[config.mk]
export PLATFORM = sky130hd
export DESIGN_NAME = vx_rsp_reorder
export DESIGN_NICKNAME = d
export VERILOG_FILES = /design/src/rtl/vx_rsp_reorder.sv
export SDC_FILE = /design/constraint.sdc
export NUM_CORES = 1
export LEC_CHECK = 0
export ABC_AREA = 0
export CAP_MARGIN = 25
export CORE_MARGIN = 2
export CORE_UTILIZATION = 45
export DETAILED_ROUTE_END_ITERATION = 6
export GPL_TIMING_DRIVEN = 0
export MAX_ROUTING_LAYER = met4
export PLACE_DENSITY = 0.78
export SYNTH_ARGS = -nofsm -noshare
export SYNTH_HDL_FRONTEND = slang
export SYNTH_SLANG_ARGS = --single-unit
[constraint.sdc]
create_clock -name clk -period 2.2 [get_ports clk]
set_input_delay 0.44 -clock clk [delete_from_list [all_inputs] [get_ports clk]]
set_output_delay 0.44 -clock clk [all_outputs]
set_load 0.05 [all_outputs]
[src/rtl/vx_rsp_reorder.sv]
// Response reorder buffer: hands out tags in order, accepts responses out of
// order, and retires payloads strictly in allocation order.
module vx_rsp_reorder #(
  parameter int DATAW     = 1,
  parameter int SIZE      = 4,
  parameter int LUTRAM    = 1,
  parameter int ADDRW     = $clog2(SIZE),
  parameter bit RSP_CHECK = 1'b1
) (
  input  logic             clk,
  input  logic             reset,
  input  logic             alloc_valid,
  output logic             alloc_ready,
  output logic [ADDRW-1:0] alloc_tag,
  input  logic             rsp_valid,
  input  logic [ADDRW-1:0] rsp_tag,
  input  logic [DATAW-1:0] rsp_data,
  output logic             out_valid,
  output logic [ADDRW-1:0] out_tag,
  output logic [DATAW-1:0] out_data,
  input  logic             out_ready,
  output logic             empty,
  output logic             full,
  output logic [ADDRW:0]   count
);

  localparam int PW = ADDRW + 1;
  localparam logic [PW-1:0] PTR_ONE = {{ADDRW{1'b0}}, 1'b1};

  logic [PW-1:0]    head_q, head_d, tail_q, tail_d;
  logic [SIZE-1:0]  done_q, done_d;
  logic [DATAW-1:0] mem_q [SIZE];
  logic [ADDRW-1:0] head_slot_s, tail_slot_s, rsp_off_s;
  logic             alloc_fire_s, out_fire_s, rsp_ok_s;

  assign head_slot_s = head_q[ADDRW-1:0];
  assign tail_slot_s = tail_q[ADDRW-1:0];

  assign count       = tail_q - head_q;
  assign empty       = (head_q == tail_q);
  assign full        = (head_slot_s == tail_slot_s) && (head_q[ADDRW] != tail_q[ADDRW]);
  assign alloc_ready = ~full;
  assign alloc_tag   = tail_slot_s;
  assign out_valid   = done_q[head_slot_s];
  assign out_tag     = head_slot_s;

  assign alloc_fire_s = alloc_valid & ~full;
  assign out_fire_s   = out_valid & out_ready;

  // A response is legal only for a slot inside the allocated window that is still pending.
  assign rsp_off_s = rsp_tag - head_slot_s;
  assign rsp_ok_s  = rsp_valid & ({1'b0, rsp_off_s} < count) & ~done_q[rsp_tag];

  // Next-state for pointers and done bits; the three operations never share a slot.
  always_comb begin
    head_d = head_q;
    tail_d = tail_q;
    done_d = done_q;
    if (out_fire_s) begin
      head_d              = head_q + PTR_ONE;
      done_d[head_slot_s] = 1'b0;
    end else begin
      head_d = head_q;
    end
    if (alloc_fire_s) begin
      tail_d              = tail_q + PTR_ONE;
      done_d[tail_slot_s] = 1'b0;
    end else begin
      tail_d = tail_q;
    end
    if (rsp_ok_s) begin
      done_d[rsp_tag] = 1'b1;
    end else begin
      done_d[rsp_tag] = done_d[rsp_tag];
    end
  end

  // Control state register with asynchronous reset.
  always_ff @(posedge clk or posedge reset) begin
    if (reset) begin
      head_q <= '0;
      tail_q <= '0;
      done_q <= '0;
    end else begin
      head_q <= head_d;
      tail_q <= tail_d;
      done_q <= done_d;
    end
  end

  // Payload storage is deliberately not reset.
  always_ff @(posedge clk) begin
    if (rsp_ok_s) begin
      mem_q[rsp_tag] <= rsp_data;
    end
  end

  if (LUTRAM != 0) begin : g_lutram
    assign out_data = mem_q[head_slot_s];
  end else begin : g_bram
    logic [DATAW-1:0] rdata_q;
    logic [ADDRW-1:0] raddr_s;
    assign raddr_s = head_d[ADDRW-1:0];
    // Registered read of the next head slot, write-first so a fresh response is seen.
    always_ff @(posedge clk) begin
      if (rsp_ok_s && (rsp_tag == raddr_s)) begin
        rdata_q <= rsp_data;
      end else begin
        rdata_q <= mem_q[raddr_s];
      end
    end
    assign out_data = rdata_q;
  end

`ifndef SYNTHESIS
  // Flag responses that are dropped as illegal.
  always_ff @(posedge clk) begin
    if (RSP_CHECK && rsp_valid && !rsp_ok_s) begin
      $error("vx_rsp_reorder: illegal response to tag %0d", rsp_tag);
    end
  end
`endif

endmodule

### Word level (Yosys, flattened, before mapping)

Memory sizes are Yosys's and may differ from the RTL's.
Cells that the tools add are included.

| word-level totals | value |
|---|---|
| logic and storage cells | 51 |
| input port bits | 8 |
| bits in writable memories | 4 |
| memories | 1 |
| output and inout port bits | 12 |
| bits in registers | 10 |

| operators by class | value |
|---|---|
| bitwise operators | 11 |
| $add $sub $neg | 4 |
| eq/ne operators | 3 |
| muxes and demuxes | 18 |
| reductions and logical operators | 4 |
| order comparisons | 7 |

Memories:

| name | depth | bits a word | rd ports | clocked after memory_dff | write ports | line | RTL |
|---|---|---|---|---|---|---|---|
| mem_q | 4 | 1 | 1 | 0 | 1 | 32 | `logic [DATAW-1:0] mem_q [SIZE];` |

Operators with widths:

| kind | number |
|---|---|
| two-way mux 4 bit | 3 |
| < comparator 2 x 3 -> 1 bit, second input constant | 3 |
| AND 4 bit | 2 |
| two-way mux 1 bit | 8 |
| NOT 4 bit | 2 |
| adder 3 x 1 -> 3 bit, second input constant | 2 |
| binary-select mux 1 bit (select 2 bit) | 3 |
| demux 1 bit (select 2 bit) | 3 |
| >= comparator 2 x 1 -> 1 bit, second input constant | 3 |
| AND 1 bit | 4 |
| bitwise mux 4 bit | 1 |
| logical AND 1 bit | 4 |
| OR 4 bit | 1 |
| == test 3 bit | 1 |
| < comparator 2 x 3 -> 1 bit | 1 |
| subtractor 3 bit | 1 |
| == test 2 bit | 1 |
| NOT 1 bit | 2 |
| subtractor 2 bit | 1 |
| != test 1 bit | 1 |

### Longest topological paths before layout

| depth | value |
|---|---|
| word-level depth | 13 |
| gate-level depth with buffers | 8 |
| gate-level depth less buffers | 8 |

### Least setup slack after synthesis

No wires, ideal clock.

| path | value |
|---|---|
| path kind | reg2reg |
| start point | register head_q[0] |
| end point | memory mem_q[0] (enable) |
| period minus slack after synthesis | 2.815 ns |
| data required time | 1.874 ns |
| path slack | -0.615 ns |
| buffers on the path | 0 |
| library setup time | 0.326 ns |
| arrival | 2.489 ns |
| cell stages (with the launch flop) | 6 |
| cells stage by stage | dfrtp_1 -> ha_1 -> fa_1 -> xnor2_1 -> nor2_1 -> nor4_1 |

| between the ends | value |
|---|---|
| cells in the longest elaborated chain, start to end | 6 |
| elaborated cells on any way between the ends | 7 |
| classes of those cells | 2 x add/sub; 1 x order compare; 2 x mux; 2 x bitwise |

Ends and longest elaborated chain:

| element | line | RTL |
|---|---|---|
| start, declared | 30 | `logic [PW-1:0] head_q, head_d, tail_q, tail_d;` |
| start signal, assigned | 81 | `head_q <= '0;` |
| start signal, assigned | 85 | `head_q <= head_d;` |
| subtractor 3 bit | 39 | `assign count = tail_q - head_q;` |
| named net count[2] | 24 | `output logic [ADDRW:0] count` |
| < comparator 2 x 3 -> 1 bit | 52 | `assign rsp_ok_s = rsp_valid & ({1'b0, rsp_off_s} < count) & ~done_q[rsp_tag];` |
| AND 1 bit (2 in a row) | 52 |  |
| two-way mux 1 bit | 93 | `if (rsp_ok_s) begin` |
| two-way mux 1 bit (implied by the code) | 94 | `mem_q[rsp_tag] <= rsp_data;` |
| end, declared | 32 |  |

The timed path passes the listed nets, and every way through them passes these cells.

### Worst setup path in the final report

| path | value |
|---|---|
| start point | register head_q[0] |
| end point | register done_q[0] |

| between the ends | value |
|---|---|
| cells in the longest elaborated chain, start to end | 13 |
| elaborated cells on any way between the ends | 27 |
| classes of those cells | 2 x add/sub; 3 x order compare; 1 x eq/ne; 10 x mux; 9 x bitwise; 2 x reduce/logical |

Ends and longest elaborated chain:

| element | line | RTL |
|---|---|---|
| < comparator 2 x 3 -> 1 bit (implied by the code) / >= comparator 2 x 1 -> 1 bit (equally long branches) | 61 | `done_d[head_slot_s] = 1'b0;` |
| logical AND 1 bit (implied by the code) | 61 |  |
| two-way mux 1 bit (implied by the code) | 61 |  |
| demux 1 bit (select 2 bit) | 61 |  |
| NOT 4 bit (no line) | n/a |  |
| AND 4 bit (no line) | n/a |  |
| two-way mux 4 bit | 59 | `if (out_fire_s) begin` |
| AND 4 bit (no line) | n/a |  |
| two-way mux 4 bit | 65 | `if (alloc_fire_s) begin` |
| binary-select mux 1 bit (select 2 bit) | 74 | `done_d[rsp_tag] = done_d[rsp_tag];` |
| two-way mux 1 bit (implied by the code) | 74 |  |
| bitwise mux 4 bit | 74 |  |
| two-way mux 4 bit (*) | 71 | `if (rsp_ok_s) begin` |
| named net done_d[0] | 31 | `logic [SIZE-1:0] done_q, done_d;` |
| end signal, assigned | 87 | `done_q <= done_d;` |
| end, declared | 31 |  |

Mark *: on every way through the listed nets, which the timed path passes. The rest lies on a longest branch. The select of a mux whose other input is x is not followed.
A chain may end at the register's enable or synchronous reset.

==> results.tsv <==
metric	value	unit
synth_cells	94	
fin_skew	0.00803	ns
holdCritPathClass	input pin to asynchronous set/reset pin	
dieArea	2670	um2
drive_gt1_frac	0.386	
postRouteAntennaNets	0	
core	2170	um2
cts_num_sinks	14	
max_freq	0.441	GHz
critPathLaunchType	flip-flop	
rsz0062_at_grt	true	
cts_max_level	1	
grt_max_degree	11	
syn_area_per_cell	10.9	um2
met2_length	1.30	mm
yosysWarnings	0	
row_count	17	
synth_commonest_cells	ha_1 (12), inv_1 (12), dfrtp_1 (10)	
highest_layer	met4	
cp.arrival	2.43	ns
violations	setup timing	
route.met3.wl	118	um
fin_crit_sh	1.03	
dp_hpwl	1.53	mm
crit_slowest_cell	dfrtp_2	
yosysUniqueCellTypes	32	
wirelength	2.41	mm
grt_pass1_vias	792	
dr.pass1.iters	4	
io_pins	20	
crit_path_max_fanout	6	
required	2.36	ns
synthToLayoutAreaGrowth	40.9	%
drv_slew	0	
grt_util_all_layers	0.185	
worstSetupEndpointType	flip-flop	
regArea	373	um2
syn-cell-area	1020	um2
multi_input_area	642	um2
ys.flop_type	dfrtp_1	
wl_met1	955	um
vias	838	
wl_per_cell	15.5	um
place.gp.congestion	0.783	
antenna_found_initial	0	
ys_seq_area_frac	0.363	
setup_viol	7	
max-clock-path-buffers	2	
clk_latency	0.28	ns
diodes	0	
fin_ws	-0.0675	ns
synth_edf_count	4	
clkSlewWorstSetupHoldPaths	0.10	ns
cts_buffers	3	
yosys.area.top_type_share	0.245	
start_util	0.471	
die_h	51.6	um
fin_area	1440	um2
yosys.area.top_type	dfrtp_1	
cpMostUsedCell	xnor2_1	
cts_tree	built	
fp.dieW	51.6	um
tightest_slew	0.490	ns
portBuffers	18	
critical_path.n_buffers_inverters	2	
worstPathCellList	buf_6 > ha_1 > xnor2_1 > xnor2_1 > ha_4 > a21oi_4 > nor2_4 > buf_4 > o41ai_1	
min_period	2.27	ns
n_fill_cell	190	
synth.area.top_cells	dfrtp_1 (25%), ha_1 (15%), edfxtp_1 (12%), xnor2_1 (6.0%), mux4_1 (5.1%)	
dpl_cell_area	1270	um2
ys_async_sr_fraction	0.714	
crit_family	flip-flops	
grt_pass1_wl	3.56	mm
cap_violations	0	
nets	149	
critPathKind	flip-flop to flip-flop	
via_per_inst	5.41	
root_buffer	clkbuf_4	
relSlewSlack	0.671	
drc	0	
hold_violations	0	
ys_ff_latch	14	
status	finished, violations left	
mappedNetlistNets	115	
cpPeakStageDelay	0.46	ns
first_iter_violations	15	
gr-total-overflow	0	
cells in the final DEF, fill, tap and decap left out, types with 2 or more instances in the layout:
cell             count
buf_6                6
a221o_1              3
clkdlybuf4s50_1      8
buf_4               15
o21ai_0              4
dfrtp_2              2
ha_4                 2
ha_1                10
edfxtp_1             4
dfrtp_1              8
buf_2                2
clkbuf_2             2
nand2_1              8
clkbuf_4             4
o31ai_2              2
nor2_1               2
mux4_1               2
xnor2_1              6
inv_1               10
cell families (layout without fill, tap and decap cells):
group	count (synthesis)	after routing	synth area share
buf+inv	20	53	0.113
simple gates	19	19	0.0968
compound gates	17	17	0.119
flops	14	14	0.363
fa+ha+maj	13	13	0.167
xor+xnor	8	8	0.0686
mux	3	3	0.0735
path summary, 6_finish.rpt:
| path | from | to | slack, ns | cells after the start |
|---|---|---|---|---|
| setup / recovery | head_q[0]$_DFFE_PP0N_ | done_q[0]$_DFF_PP0_ | -0.07 | 9 |
| max in group asynchronous | reset | head_q[0]$_DFFE_PP0N_ | 1.44 | 2 |
| hold / removal | reset | tail_q[0]$_DFFE_PP0N_ | 0.44 | 2 |
| min in group clk | rsp_tag[0] | done_q[0]$_DFF_PP0_ | 0.50 | 2 |
| setup reg to reg | head_q[0]$_DFFE_PP0N_ | done_q[0]$_DFF_PP0_ | -0.07 | 9 |
| hold reg to reg | tail_q[2]$_DFFE_PP0N_ | tail_q[2]$_DFFE_PP0N_ | 0.53 | 1 |
what timing repair did:
action	in CTS	in global routing
pin swaps	1	6
setup endpoints to repair	16	14
gates resized for setup	47	14
buffers inserted	5	6
hold buffers	0	0
worst register-to-register path, delay by kind of cell (launching register included):
family / cells / cell delay, ns
adders and majority gates: 2 / 0.45
and+or+nand+nor: 1 / 0.07
xor gates and xnor gates: 2 / 0.46
buffers and inverters: 2 / 0.29
DFF: 1 / 0.46
AOI/OAI and AO/OA: 2 / 0.41
through the flow:
| stage | cells | hold WS, ns | util | TNS [ns] | setup WS, ns |
|---|---|---|---|---|---|
| global placement | 140 | 0.521 | 0.584 | -4.56 | -0.521 |
| floorplan | 94 | 0.280 | - | 0 | 0.00535 |
| CTS | 149 | 0.447 | 0.631 | -0.0362 | -0.0236 |
| detailed placement | 140 | 0.520 | 0.584 | -4.99 | -0.578 |
| finish | 155 | 0.439 | 0.663 | -0.309 | -0.0675 |
| global route | 155 | 0.480 | 0.663 | -0.722 | -0.126 |
routing by layer:
metal / vias to the layer above / track usage
li1: 392 / -
met1: 407 / 0.231
met2: 35 / 0.321
met3: 4 / 0.0259
met4: 0 / 0.0395
met5: - / -
sequential cells by signal (all words and copies together), names as in the netlist:
register / flops
done_q: 4
tail_q: 3
mem_q: 4
head_q: 3
final cells by class:
cell class | count | share of cell area
Timing Repair Buffer | 29 | 0.170
Buffer | 8 | 0.0487
Tap cell | 28 | 0.0243
Clock inverter | 1 | 0.00261
Sequential cell | 14 | 0.259
Inverter | 12 | 0.0339
Clock buffer | 3 | 0.0157
Multi-Input combinational cell | 60 | 0.446
Power is not shown: default switching activity piles up to over one toggle a cycle in this logic, so the estimate is an artifact.
